==> config.mk <==
export PLATFORM = sky130hd
export DESIGN_NAME = pulse_event_extractor
export DESIGN_NICKNAME = d
export VERILOG_FILES = /design/src/rtl/pulse_event_extractor.sv
export SDC_FILE = /design/constraint.sdc
export NUM_CORES = 1
export LEC_CHECK = 0
export ABC_AREA = 1
export CAP_MARGIN = 40
export CORE_MARGIN = 8
export CORE_UTILIZATION = 60
export CTS_CLUSTER_DIAMETER = 80
export DETAILED_ROUTE_END_ITERATION = 7
export GPL_TIMING_DRIVEN = 0
export PLACE_DENSITY = 0.95
export SETUP_SLACK_MARGIN = 0.1
export SLEW_MARGIN = 10
export SYNTH_ARGS = -nofsm -noshare
export SYNTH_HDL_FRONTEND = slang
export SYNTH_SLANG_ARGS = --single-unit
==> constraint.sdc <==
create_clock -name clk -period 3.3 [get_ports clk]
set_input_delay 0.33 -clock clk [delete_from_list [all_inputs] [get_ports clk]]
set_output_delay 0.33 -clock clk [all_outputs]
set_load 0.005 [all_outputs]
==> src/rtl/pulse_event_extractor.sv <==
// -----------------------------------------------------------------------------
// pulse_event_extractor
//
// Purpose: watches one signed filter output stream and detects threshold
// crossings. For each pulse it records the peak amplitude, the timestamp of
// the peak, the above-threshold width and a pileup flag. A pileup is a second
// local rise after the pulse has started falling. The record goes out through
// a single-entry valid/ready output register. Events that arrive while that
// register is still occupied are dropped and counted.
//
// Optional feature: define PULSE_EVENT_BASELINE_SUB_EN to subtract a slowly
// tracking baseline (IIR, 1/16 step, updated only while idle). With it
// undefined, raw samples are used for every compare and for the peak.
//
// Ports:
//   clk             system clock, all state on rising edge
//   reset           synchronous, active-high reset
//   enable          arms detection of new pulses (running pulse completes)
//   input_data      signed filter sample, one per clock
//   threshold       signed detection threshold, quasi-static
//   event_ready     downstream accepts the presented event
//   event_valid     event record present
//   event_amplitude peak sample value
//   event_time      timestamp of the peak sample
//   event_width     above-threshold sample count, saturating
//   event_pileup    second local rise seen inside the pulse
//   lost_count      events dropped due to backpressure, saturating
// -----------------------------------------------------------------------------
module pulse_event_extractor #(
    parameter int DATA_WIDTH = 16,
    parameter int TIME_WIDTH = 32,
    parameter int HOLDOFF    = 8,
    parameter int MIN_WIDTH  = 2
) (
    input  logic                         clk,
    input  logic                         reset,
    input  logic                         enable,
    input  logic signed [DATA_WIDTH-1:0] input_data,
    input  logic signed [DATA_WIDTH-1:0] threshold,
    input  logic                         event_ready,
    output logic                         event_valid,
    output logic signed [DATA_WIDTH-1:0] event_amplitude,
    output logic [TIME_WIDTH-1:0]        event_time,
    output logic [15:0]                  event_width,
    output logic                         event_pileup,
    output logic [15:0]                  lost_count
);

    localparam int HC_W = (HOLDOFF > 1) ? $clog2(HOLDOFF + 1) : 1;
    localparam logic [HC_W-1:0]       HOLD_LOAD = HC_W'(HOLDOFF);
    localparam logic [HC_W-1:0]       HOLD_ONE  = HC_W'(1);
    localparam logic [15:0]           MIN_W     = 16'(MIN_WIDTH);
    localparam logic [TIME_WIDTH-1:0] TS_ONE    = TIME_WIDTH'(1);

    typedef enum logic [1:0] {
        ST_IDLE    = 2'd0,
        ST_ABOVE   = 2'd1,
        ST_HOLDOFF = 2'd2
    } state_t;

    state_t                        state_r;
    state_t                        state_nx_s;
    logic signed [DATA_WIDTH-1:0]  data_q_r;
    logic signed [DATA_WIDTH-1:0]  cur_s;
    logic signed [DATA_WIDTH-1:0]  peak_r;
    logic signed [DATA_WIDTH-1:0]  prev_r;
    logic [TIME_WIDTH-1:0]         ts_cnt_r;
    logic [TIME_WIDTH-1:0]         ts_q_r;
    logic [TIME_WIDTH-1:0]         peak_t_r;
    logic [15:0]                   width_r;
    logic                          falling_r;
    logic                          pileup_r;
    logic [HC_W-1:0]               hold_r;
    logic                          above_s;
    logic                          start_s;
    logic                          cont_s;
    logic                          end_s;
    logic                          emit_s;

    // Input stage: register the sample with the timestamp of its arrival edge.
    always_ff @(posedge clk) begin
        if (reset) begin
            data_q_r <= '0;
            ts_q_r   <= '0;
            ts_cnt_r <= '0;
        end else begin
            data_q_r <= input_data;
            ts_q_r   <= ts_cnt_r;
            ts_cnt_r <= ts_cnt_r + TS_ONE;
        end
    end

`ifdef PULSE_EVENT_BASELINE_SUB_EN
    // Baseline is held with 4 fractional bits so the 1/16 step does not stall.
    localparam int BL_W = DATA_WIDTH + 4;

    logic signed [BL_W-1:0]     baseline_r;
    logic signed [BL_W:0]       bl_diff_s;
    logic signed [BL_W:0]       bl_step_s;
    logic signed [DATA_WIDTH:0] corr_wide_s;

    function automatic logic signed [DATA_WIDTH-1:0] sat_data(input logic signed [DATA_WIDTH:0] v);
        if (v[DATA_WIDTH] != v[DATA_WIDTH-1]) begin
            sat_data = v[DATA_WIDTH] ? {1'b1, {(DATA_WIDTH-1){1'b0}}} : {1'b0, {(DATA_WIDTH-1){1'b1}}};
        end else begin
            sat_data = v[DATA_WIDTH-1:0];
        end
    endfunction

    // Baseline step and baseline-corrected sample.
    always_comb begin
        bl_diff_s   = $signed({data_q_r[DATA_WIDTH-1], data_q_r, 4'b0000})
                    - $signed({baseline_r[BL_W-1], baseline_r});
        bl_step_s   = bl_diff_s >>> 4;
        corr_wide_s = $signed({data_q_r[DATA_WIDTH-1], data_q_r})
                    - $signed({baseline_r[BL_W-1], baseline_r[BL_W-1:4]});
        cur_s       = sat_data(corr_wide_s);
    end

    // Baseline tracks only between pulses so a pulse cannot pull it upward.
    always_ff @(posedge clk) begin
        if (reset) begin
            baseline_r <= '0;
        end else if (state_r == ST_IDLE) begin
            baseline_r <= baseline_r + bl_step_s[BL_W-1:0];
        end else begin
            baseline_r <= baseline_r;
        end
    end
`else
    // Raw samples feed the detector directly.
    always_comb begin
        cur_s = data_q_r;
    end
`endif

    // Signed strict threshold compare.
    always_comb begin
        above_s = (cur_s > threshold);
    end

    // FSM state register.
    always_ff @(posedge clk) begin
        if (reset) begin
            state_r <= ST_IDLE;
        end else begin
            state_r <= state_nx_s;
        end
    end

    // FSM next-state logic.
    always_comb begin
        state_nx_s = state_r;
        case (state_r)
            ST_IDLE: begin
                if (enable && above_s) state_nx_s = ST_ABOVE;
                else                   state_nx_s = ST_IDLE;
            end
            ST_ABOVE: begin
                if (above_s) state_nx_s = ST_ABOVE;
                else         state_nx_s = ST_HOLDOFF;
            end
            ST_HOLDOFF: begin
                if (hold_r <= HOLD_ONE) state_nx_s = ST_IDLE;
                else                    state_nx_s = ST_HOLDOFF;
            end
            default: state_nx_s = ST_IDLE;
        endcase
    end

    // FSM outputs: pulse start, continuation, end, and qualified emit.
    always_comb begin
        start_s = 1'b0;
        cont_s  = 1'b0;
        end_s   = 1'b0;
        case (state_r)
            ST_IDLE: begin
                start_s = enable && above_s;
            end
            ST_ABOVE: begin
                cont_s = above_s;
                end_s  = !above_s;
            end
            ST_HOLDOFF: begin
                start_s = 1'b0;
            end
            default: begin
                start_s = 1'b0;
            end
        endcase
        emit_s = end_s && (width_r >= MIN_W);
    end

    // Pulse tracker: peak (first maximum wins), width, falling and pileup flags.
    always_ff @(posedge clk) begin
        if (reset) begin
            peak_r    <= '0;
            peak_t_r  <= '0;
            prev_r    <= '0;
            width_r   <= 16'd0;
            falling_r <= 1'b0;
            pileup_r  <= 1'b0;
        end else if (start_s) begin
            peak_r    <= cur_s;
            peak_t_r  <= ts_q_r;
            prev_r    <= cur_s;
            width_r   <= 16'd1;
            falling_r <= 1'b0;
            pileup_r  <= 1'b0;
        end else if (cont_s) begin
            if (width_r != 16'hFFFF) width_r <= width_r + 16'd1;
            if (cur_s > peak_r) begin
                peak_r   <= cur_s;
                peak_t_r <= ts_q_r;
            end
            falling_r <= falling_r | (cur_s < prev_r);
            pileup_r  <= pileup_r | (falling_r && (cur_s > prev_r));
            prev_r    <= cur_s;
        end
    end

    // Holdoff counter: loaded at pulse end, counts down while in HOLDOFF.
    always_ff @(posedge clk) begin
        if (reset) begin
            hold_r <= '0;
        end else if (end_s) begin
            hold_r <= HOLD_LOAD;
        end else if ((state_r == ST_HOLDOFF) && (hold_r != '0)) begin
            hold_r <= hold_r - HOLD_ONE;
        end
    end

    // Single-entry output register. A handshake in the same cycle frees the
    // slot for a new event; otherwise a new event is dropped and counted.
    always_ff @(posedge clk) begin
        if (reset) begin
            event_valid     <= 1'b0;
            event_amplitude <= '0;
            event_time      <= '0;
            event_width     <= 16'd0;
            event_pileup    <= 1'b0;
            lost_count      <= 16'd0;
        end else if (emit_s && (!event_valid || event_ready)) begin
            event_valid     <= 1'b1;
            event_amplitude <= peak_r;
            event_time      <= peak_t_r;
            event_width     <= width_r;
            event_pileup    <= pileup_r;
        end else if (emit_s) begin
            if (lost_count != 16'hFFFF) lost_count <= lost_count + 16'd1;
        end else if (event_valid && event_ready) begin
            event_valid <= 1'b0;
        end
    end

endmodule
==> results of run 1 <==
==> cell usage in the layout, fill, tap and decap left out, drive strengths merged, types with 5 or more instances in the layout <==
cell type	n
nor3b	6
nand3	50
nor2	379
o21a	5
ha	54
clkbuf	60
nand2	235
inv	185
dfxtp	250
buf	37
xnor2	5
o21ai	100
nand4	17
o21bai	5
nor4	13
clkinv	5
xor2	8
nor3	23
nand3b	34
a21oi	79
clkdlybuf4s50	116
==> worst max-delay path by stage <==
| stage | depth (start not counted) | slack [ns] | to | startpoint |
|---|---|---|---|---|
| floorplan | 18 | 1.16 | peak_t_r[27] | threshold[15] |
| global placement | 17 | 0.28 | event_width[5] | threshold[15] |
| detailed placement | 17 | 0.16 | lost_count[10] | threshold[15] |
| CTS | 16 | 0.53 | peak_t_r[26] | cur_s[15] |
| global route | 16 | 0.29 | event_time[5] | cur_s[15] |
| finish | 16 | 0.42 | event_width[3] | cur_s[15] |
==> kinds of logic after synthesis <==
logic type	share of synthesized area, %
buffers and inverters	9.094
and+or+nand+nor	29.41
AOI/OAI and AO/OA	8.855
xor gates and xnor gates	1.034
DFF	45.47
adders and majority gates	6.138
==> where the power goes <==
| group | switching [mW] | total (mW) | internal, mW | leakage, nW |
|---|---|---|---|---|
| clock network | 1.17 | 2.82 | 1.65 | 0.403 |
| logic | 0.626 | 0.998 | 0.372 | 3.45 |
| registers | 0.111 | 3.29 | 3.18 | 2.03 |
==> per-layer routing <==
| metal | share of wire, % | GRT usage, % |
|---|---|---|
| met1 | 39 | 28.56 |
| met2 | 48 | 42.69 |
| met3 | 9.5 | 6.483 |
| met4 | 3.9 | 10.44 |
| met5 | 0.028 | 0 |
==> through the flow <==
step | utilization [%] | area [sq um] | hold slack (ns) | instances | total power, mW
floorplan | - | 11010 | 0.4115 | 1515 | 4.019
global placement | 69.33 | 12450 | 0.4344 | 1860 | 4.247
detailed placement | 69.33 | 12450 | 0.4408 | 1860 | 4.305
CTS | 73.94 | 13280 | 0.3129 | 1904 | 7.097
global route | 73.94 | 13280 | 0.3388 | 1904 | 7.379
finish | 73.96 | 13290 | 0.3164 | 1905 | 7.105
==> worst min-delay path: cells and delay by family <==
| family | cells | cell delay [ns] |
|---|---|---|
| simple gates | 1 | 0.03 |
| buf+inv | 2 | 0.44 |
==> sequential cells by signal, indices dropped and copies added (netlist names) <==
| register | count |
|---|---|
| cur_s | 16 |
| falling_r | 1 |
| ts_cnt_r | 32 |
| lost_count | 16 |
| prev_r | 16 |
| event_width | 16 |
| peak_t_r | 32 |
| ts_q_r | 32 |
| hold_r | 4 |
| event_valid | 1 |
| width_r | 16 |
| event_time | 32 |
| event_amplitude | 16 |
| pileup_r | 1 |
| peak_r | 16 |
| state_r | 2 |
| event_pileup | 1 |
==> area by class of cell <==
type / count / area share (%)
well taps: 229 / 2.157
repair buffers: 116 / 8.740
inverters: 185 / 5.227
clock buffers: 35 / 5.594
plain buffers: 62 / 2.307
multi-input cells: 1018 / 37.64
diodes: 1 / 0.01884
clock inverters: 9 / 0.6404
flip-flops and latches: 250 / 37.67
==> metrics list, run 1 <==
* CP Data Arrival Time: 3.33 ns
- The total area inside the core boundary comes to 0.01796 sq mm.
* Syn Std Cell Area: 0.01101 sq mm
* Post_cts resized: 0
* Chain of cells forming the critical path: ha_1, nand2_2, inv_1, nand2_1, nand2_1, a21oi_1, nand3_1, nand2_1, nand3_2, nand3_2, nor2_2, inv_1, buf_2, buf_2, nor2_1, nor2_1
- GRT Overall Usage: 24.78%
* Data required time at the worst endpoint: 3.74 ns
- Entering global routing, the biggest net connects 15 pins.
* Clock H-tree levels: 1
* Worst-skew pair later-pin latency: 0.52 ns
* Max-cap violations: 0
- Setup total negative slack on the finished layout was measured at 0 ns.
- Most numerous cell in the Yosys netlist: sky130_fd_sc_hd__nor2_1
* Vias in the first global route: 10090
- For this block, the initial DRC count from the detailed router was 757.
- The number of antenna violations at the first check in global routing is 2.
- First-pass iteration count of the detailed router: 8
* DR WL/cell: 15.14 um
- For this design, the slowest cell found on the critical path is sky130_fd_sc_hd__dfxtp_1.
* Maximum root-to-sink buffer count: 3
- Final Hold Vio Count: 0
* Actual transition at the worst max-transition pin: 0.6767 ns
- After synthesis, the netlist uses 32 different library cells.
- Of all nets on the critical path, the largest fanout is 10.
* Clock sink total: 250
- Total number of placement rows: 49
- Hold wc startpoint: input_data[8]
- Die H: 151.4 um
- Routability-driven placement finished with a final weighted congestion of 0.8954.
- Area enclosed by the die boundary: 0.02293 sq mm
- Final-layout fill cell count: 1191
- Area share of the leading cell type in the synthesized netlist: 45.47%
- 118 I/O pins were placed.
* Proportion of register bits with asynchronous set or reset after synthesis: 0%
* Count of flip-flops with a built-in enable after synthesis: 0
* RR Startpoint: cur_s[15]
- The synthesized design spends more area on one cell type than any other, namely sky130_fd_sc_hd__dfxtp_1.
* Cell chosen for the clock root: sky130_fd_sc_hd__clkbuf_16
- Summing all multi-input logic gate instances after layout gives 0.005001 sq mm.
* Number of pins exceeding their max-slew limit in the final report: 0
* Number of hold buffers added after cts: 0
- In this run the static leakage power is 5.882 nW.
- Counting flops and latches in the post-synthesis netlist gives 250.
- The count of nets left with antenna violations once routing finished came out at 0.
* Ys flop type: sky130_fd_sc_hd__dfxtp_1
- TritonCTS built the clock tree.
- The routed design has 28840 um of wire.
- Part of the Yosys area used for sequential elements: 45.47%
* Max rail drop VDD: 0.6267 mV
* Worst Setup End Kind: register
- Result of the run: finished clean
- Most numerous cell types in the synthesized netlist: sky130_fd_sc_hd__nor2_1 (374), sky130_fd_sc_hd__dfxtp_1 (250), sky130_fd_sc_hd__nand2_1 (231)
- Port buffering added 116 buffers.
* Starting Density: 61.27%
* Total clock buffers created by CTS: 25
- The critical path in this run is classified as register to register.
- Worst slack at placement: 0.1571 ns
- Along the worst hold path, the cell count comes to 3.
- Leading post-synthesis cells by cell area: sky130_fd_sc_hd__dfxtp_1 (45%), sky130_fd_sc_hd__nor2_1 (13%), sky130_fd_sc_hd__nand2_1 (7.9%)
- The clock period could shrink to 2.883 ns.
- For this run, the post-layout net count is 1748.
* Longest individual stage delay on the worst path: 0.42 ns
* Synthesis warning total: 0
* Chip width: 151.4 um
- Post-DR vias/cell: 5.491
- Tcrit/Tclk final: 87.36%
- For this design the ratio of total power to cell area is 534.8 mW/mm^2.
* Family of cells with the greatest summed delay on the critical path: simple AND/OR/NAND/NOR gates
- Total nets after synthesis: 1605
- Congestion Overflow GR: 0
- Setup violations remaining at the end of the flow were counted as 0.
- The first global-routing pass estimated 46870 um of wire.
* Mean area per synthesized cell: 7.265 sq um
- Headroom to the max-slew limit came out at 54.89%.
- Type of origin of the critical path: register
- Dpl hpwl: 20310 um
* RSZ-0062 raised after global routing: false
- Once the clock tree was built, the setup fixing pass inserted 0 buffers.
* Slack of the worst reg-to-reg path: 0.42 ns
- Worst Slack Setup Final: 0.4171 ns
- Clock-pin slew was measured on the worst setup and hold paths at 0.07 ns.
- Area overhead of the layout relative to synthesis: 20.70%
- Via count: 10460
- Most frequent CP cell: sky130_fd_sc_hd__nand2_1
* Fraction of layout instances using a drive strength above 1: 5.373%
- Endpoint with the worst hold slack: cur_s[8]
* Drc violations: 0
- Register cell area after layout: 0.005005 sq mm
- Critical register-to-register path endpoint: event_width[3]
- Fin Clk Skew: 0.01729 ns
* Mapped Cells: 1515
* Depth of the worst register-to-register path: 16
* Number of buffers and inverters on the critical path: 4
* Kind of path behind the tightest hold check: input port to register
- For this run, the top clock speed supported by timing is 346.9 MHz.
(Power assumes the default switching activity.)
==> run 2: changes to the inputs <==
--- a/config.mk
+++ b/config.mk
@@ -7,7 +7,6 @@
 export LEC_CHECK = 0
 export ABC_AREA = 1
 export CAP_MARGIN = 40
-export CORE_MARGIN = 8
 export CORE_UTILIZATION = 60
 export CTS_CLUSTER_DIAMETER = 80
 export DETAILED_ROUTE_END_ITERATION = 7
==> run 2 against run 1 <==
Effect of this change: first-iteration DRC count increased by 41%; count of clock-buffer cells in the layout unchanged; largest cell class unchanged; flip-flop and latch count unchanged; highest routed layer is now met4; critical path type unchanged; routed wire length increased by 4.1%; largest power group unchanged; power increased by 6.1%.
==> metrics list, run 2 (same netlist as run 1, synthesis figures left out) <==
- Max-slew headroom: 52.26% (-2.6 points)
- From synthesis to final layout, the design area changed by 21.78%.
- The relative contribution of sequential cells to total power came to 43.7% (-2.6 points).
- The wire length of the first global-routing pass came to 48500 um (+3.5%).
- The number of nets with antenna violations after routing came to 0 (unchanged).
- Number of buffers inserted by post-CTS setup repair: 0 (unchanged)
- The switching share of power is 26.47% (-0.39 points).
- Final Non-Filler Cells: 1908 (+0.16%)
- Initial antenna violation count: 1 (-1)
* RSZ-0062 raised after global routing: false
- TritonCTS clock tree: done
- Data required time at the worst endpoint: 3.72 ns (-0.02 ns)
* Design Area, Final: 0.01340 sq mm (+0.89%)
- The peak supply drop was 0.4850 mV (-23%).
- The proportion of layout cells with a drive suffix above 1 is 5.483% (+0.11 points).
- The max-slew violation count came to 0 (unchanged).
* Result of the run: finished clean
- Total clock buffers created by CTS: 26 (+4.0%)
* Final Hold Vio Count: 0 (unchanged)
* Count of routing violations after the opening detailed-route iteration: 1066 (+41%)
- # IOs: 118 (unchanged)
* Leak pwr: 5.946 nW (+1.1%)
* Worst Slack Setup Final: 0.3316 ns (-0.08551 ns)
- Placed Area: 0.01245 sq mm (unchanged)
- The routed length per instance came to 15.73 um (+3.9%).
- The power share of the clock group was 42.5% (+2.8 points).
* Die H: 137.4 um (-9.2%)
* Pwr dens: 562.7 mW/mm^2 (+5.2%)
- The starting density of the core is 61.27% (unchanged).
- The floorplan row count came to 49 (unchanged).
- Worst slack at placement: 0.1428 ns (-0.01428 ns)
- Number of hold buffers added after cts: 0 (unchanged)
- Classification of the worst setup path: register to register
- The via count came to 10680 (+2.1%).
- Largest net degree at the start of global routing: 15 (unchanged)
- First-pass iteration count of the detailed router: 8 (unchanged)
* Worst-skew pair later-pin latency: 0.52 ns (about the same)
* Last weighted congestion value of the routability-driven placer: 0.8827 (-1.4%)
- The achievable clock frequency was 336.9 MHz (-2.9%).
* Clock sink total: 250 (unchanged)
- Congestion Overflow GR: 0 (unchanged)
- The clock-pin slew reported for the worst setup and hold paths after clock tree synthesis is 0.07 ns (about the same).
* Maximum root-to-sink buffer count: 3 (unchanged)
* Finish-stage setup viols: 0 (unchanged)
* Dpl hpwl: 19740 um (-2.8%)
- The floorplan die width came to 137.4 um (-9.2%).
- The pin slew with the least headroom to its limit was 0.7161 ns (+0.03939 ns).
- Vias in the first global route: 10470 (+3.7%)
- Comb power frac: 13.8% (-0.3 points)
- Worst Setup End Kind: register
* Input/output buffers: 116 (unchanged)
- The deepest level of the CTS H-tree came to 1 (unchanged).
* Placed cell count: 1860 (unchanged)
* Kind of path behind the tightest hold check: input port to register
- The global-route usage over all layers was 31.98% (+7.2 points).
- Type of origin of the critical path: register
* Maximum fanout along the worst path: 10 (unchanged)
- The core footprint was 0.01796 sq mm (unchanged).
- Drc violations: 0 (unchanged)
- The count of instances resized after the clock tree is built was 0 (unchanged).
* Nets@finish: 1749 (+0.057%)
- The cell-internal power is 5.546 mW (+6.7%).
* Max-cap violations: 0 (unchanged)
- Area enclosed by the die boundary: 0.01889 sq mm (-18%)
- The sum of routed wire length over all layers is 30020 um (+4.1%).
- Final standard cell utilization of the core: 74.62% (+0.66 points)
- The arrival time at the worst endpoint is 3.39 ns (+0.06 ns).
- The top cell types in the final layout, fill and taps aside, are sky130_fd_sc_hd__nor2_1 (374), sky130_fd_sc_hd__dfxtp_1 (250), sky130_fd_sc_hd__nand2_1 (231), sky130_fd_sc_hd__inv_1 (184), sky130_fd_sc_hd__clkdlybuf4s50_1 (116).
- Leaving out fill and tap cells, the most frequent cell in the layout is sky130_fd_sc_hd__nor2_1.
- The summed negative setup slack over all endpoints was 0 ns (unchanged).
- Minimum period implied by the final worst setup slack: 2.968 ns (+0.08551 ns)
- The worst-case clock skew came to 0.01240 ns (-0.004885 ns).
- The count of filler cells inserted in the layout was 1142 (-4.1%).
* Post-DR vias/cell: 5.599 (+2.0%)
* Tcrit/Tclk final: 89.95% (+2.6 points)
- CTS placed an instance of sky130_fd_sc_hd__clkbuf_16 at the clock tree root.
- Net Switching: 1.996 mW (+4.6%)
==> run 2: cell types whose count changed in the layout (fill, tap and decap cells not counted), moves of 2 or more <==
cell | before | now
sky130_fd_sc_hd__clkbuf_16 | 25 | 27
sky130_fd_sc_hd__clkinvlp_4 | 3 | 1
sky130_fd_sc_hd__clkinv_2 | 3 | 5
sky130_fd_sc_hd__clkinv_4 | 2 | 0
sky130_fd_sc_hd__bufinv_16 | 1 | 5
sky130_fd_sc_hd__clkbuf_8 | 8 | 5
==> run 2: area by class of cell <==
| class | count | area, sq um | share of cell area, % |
|---|---|---|---|
| antenna | 1 | 2.502 | 0.01867 |
| buffer | 62 | 306.5 | 2.287 |
| clock buffer | 35 | 755.7 | 5.638 |
| clock inverter | 12 | 191.4 | 1.428 |
| inverter | 185 | 694.4 | 5.181 |
| multi-input combinational | 1018 | 5001 | 37.31 |
| sequential | 250 | 5005 | 37.34 |
| tap | 229 | 286.5 | 2.138 |
| timing repair buffer | 116 | 1161 | 8.662 |
==> run 2: power groups by stage <==
stage,logic [mW],registers [mW],clock network (mW)
after detailed placement,0.971,3.35,0
after global placement,0.907,3.34,0
after CTS,1.02,3.29,3.20
after floorplan,0.706,3.31,0
final,1.04,3.29,3.20
after global routing,1.15,3.31,3.31
==> run 2: path summary, 6_finish.rpt <==
check                                    start    endpoint  slack [ns]  cells after the start
worst max register to register       cur_s[15]   prev_r[8]        0.33                     15
worst max-delay path                 cur_s[15]   prev_r[8]        0.33                     15
worst min register to register    ts_cnt_r[31]  ts_q_r[31]        0.46                      2
worst min-delay path            input_data[12]   cur_s[12]        0.32                      3
==> run 2: metal layers <==
layer / global-route usage, % / up-vias / share of wire [%]
li1: - / 5062 / -
met1: 36.54 / 4902 / 38
met5: 0 / - / 0
met3: 6.586 / 134 / 9.2
met2: 57.09 / 584 / 48
met4: 14.29 / 0 / 4.2
==> run 2: critical path: stages (launching register included) <==
cell and delay [ns]:
sky130_fd_sc_hd__dfxtp_1 0.46, sky130_fd_sc_hd__ha_1 0.36, sky130_fd_sc_hd__nand2_2 0.13, sky130_fd_sc_hd__inv_1 0.04, sky130_fd_sc_hd__nand2_1 0.06, sky130_fd_sc_hd__nand2_1 0.06
sky130_fd_sc_hd__a21oi_1 0.21, sky130_fd_sc_hd__nand3_1 0.12, sky130_fd_sc_hd__nand2_1 0.14, sky130_fd_sc_hd__inv_1 0.09, sky130_fd_sc_hd__nor2_4 0.15, sky130_fd_sc_hd__nand2_2 0.14
sky130_fd_sc_hd__nand2_2 0.22, sky130_fd_sc_hd__buf_2 0.26, sky130_fd_sc_hd__o21ai_0 0.15, sky130_fd_sc_hd__a21oi_1 0.28
==> run 2: metrics by stage <==
step / hold slack [ns] / total power, mW
CTS: 0.3159 / 7.501
global placement: 0.4321 / 4.246
detailed placement: 0.4467 / 4.318
finish: 0.3217 / 7.542
floorplan: 0.4115 / 4.019
global route: 0.3400 / 7.765
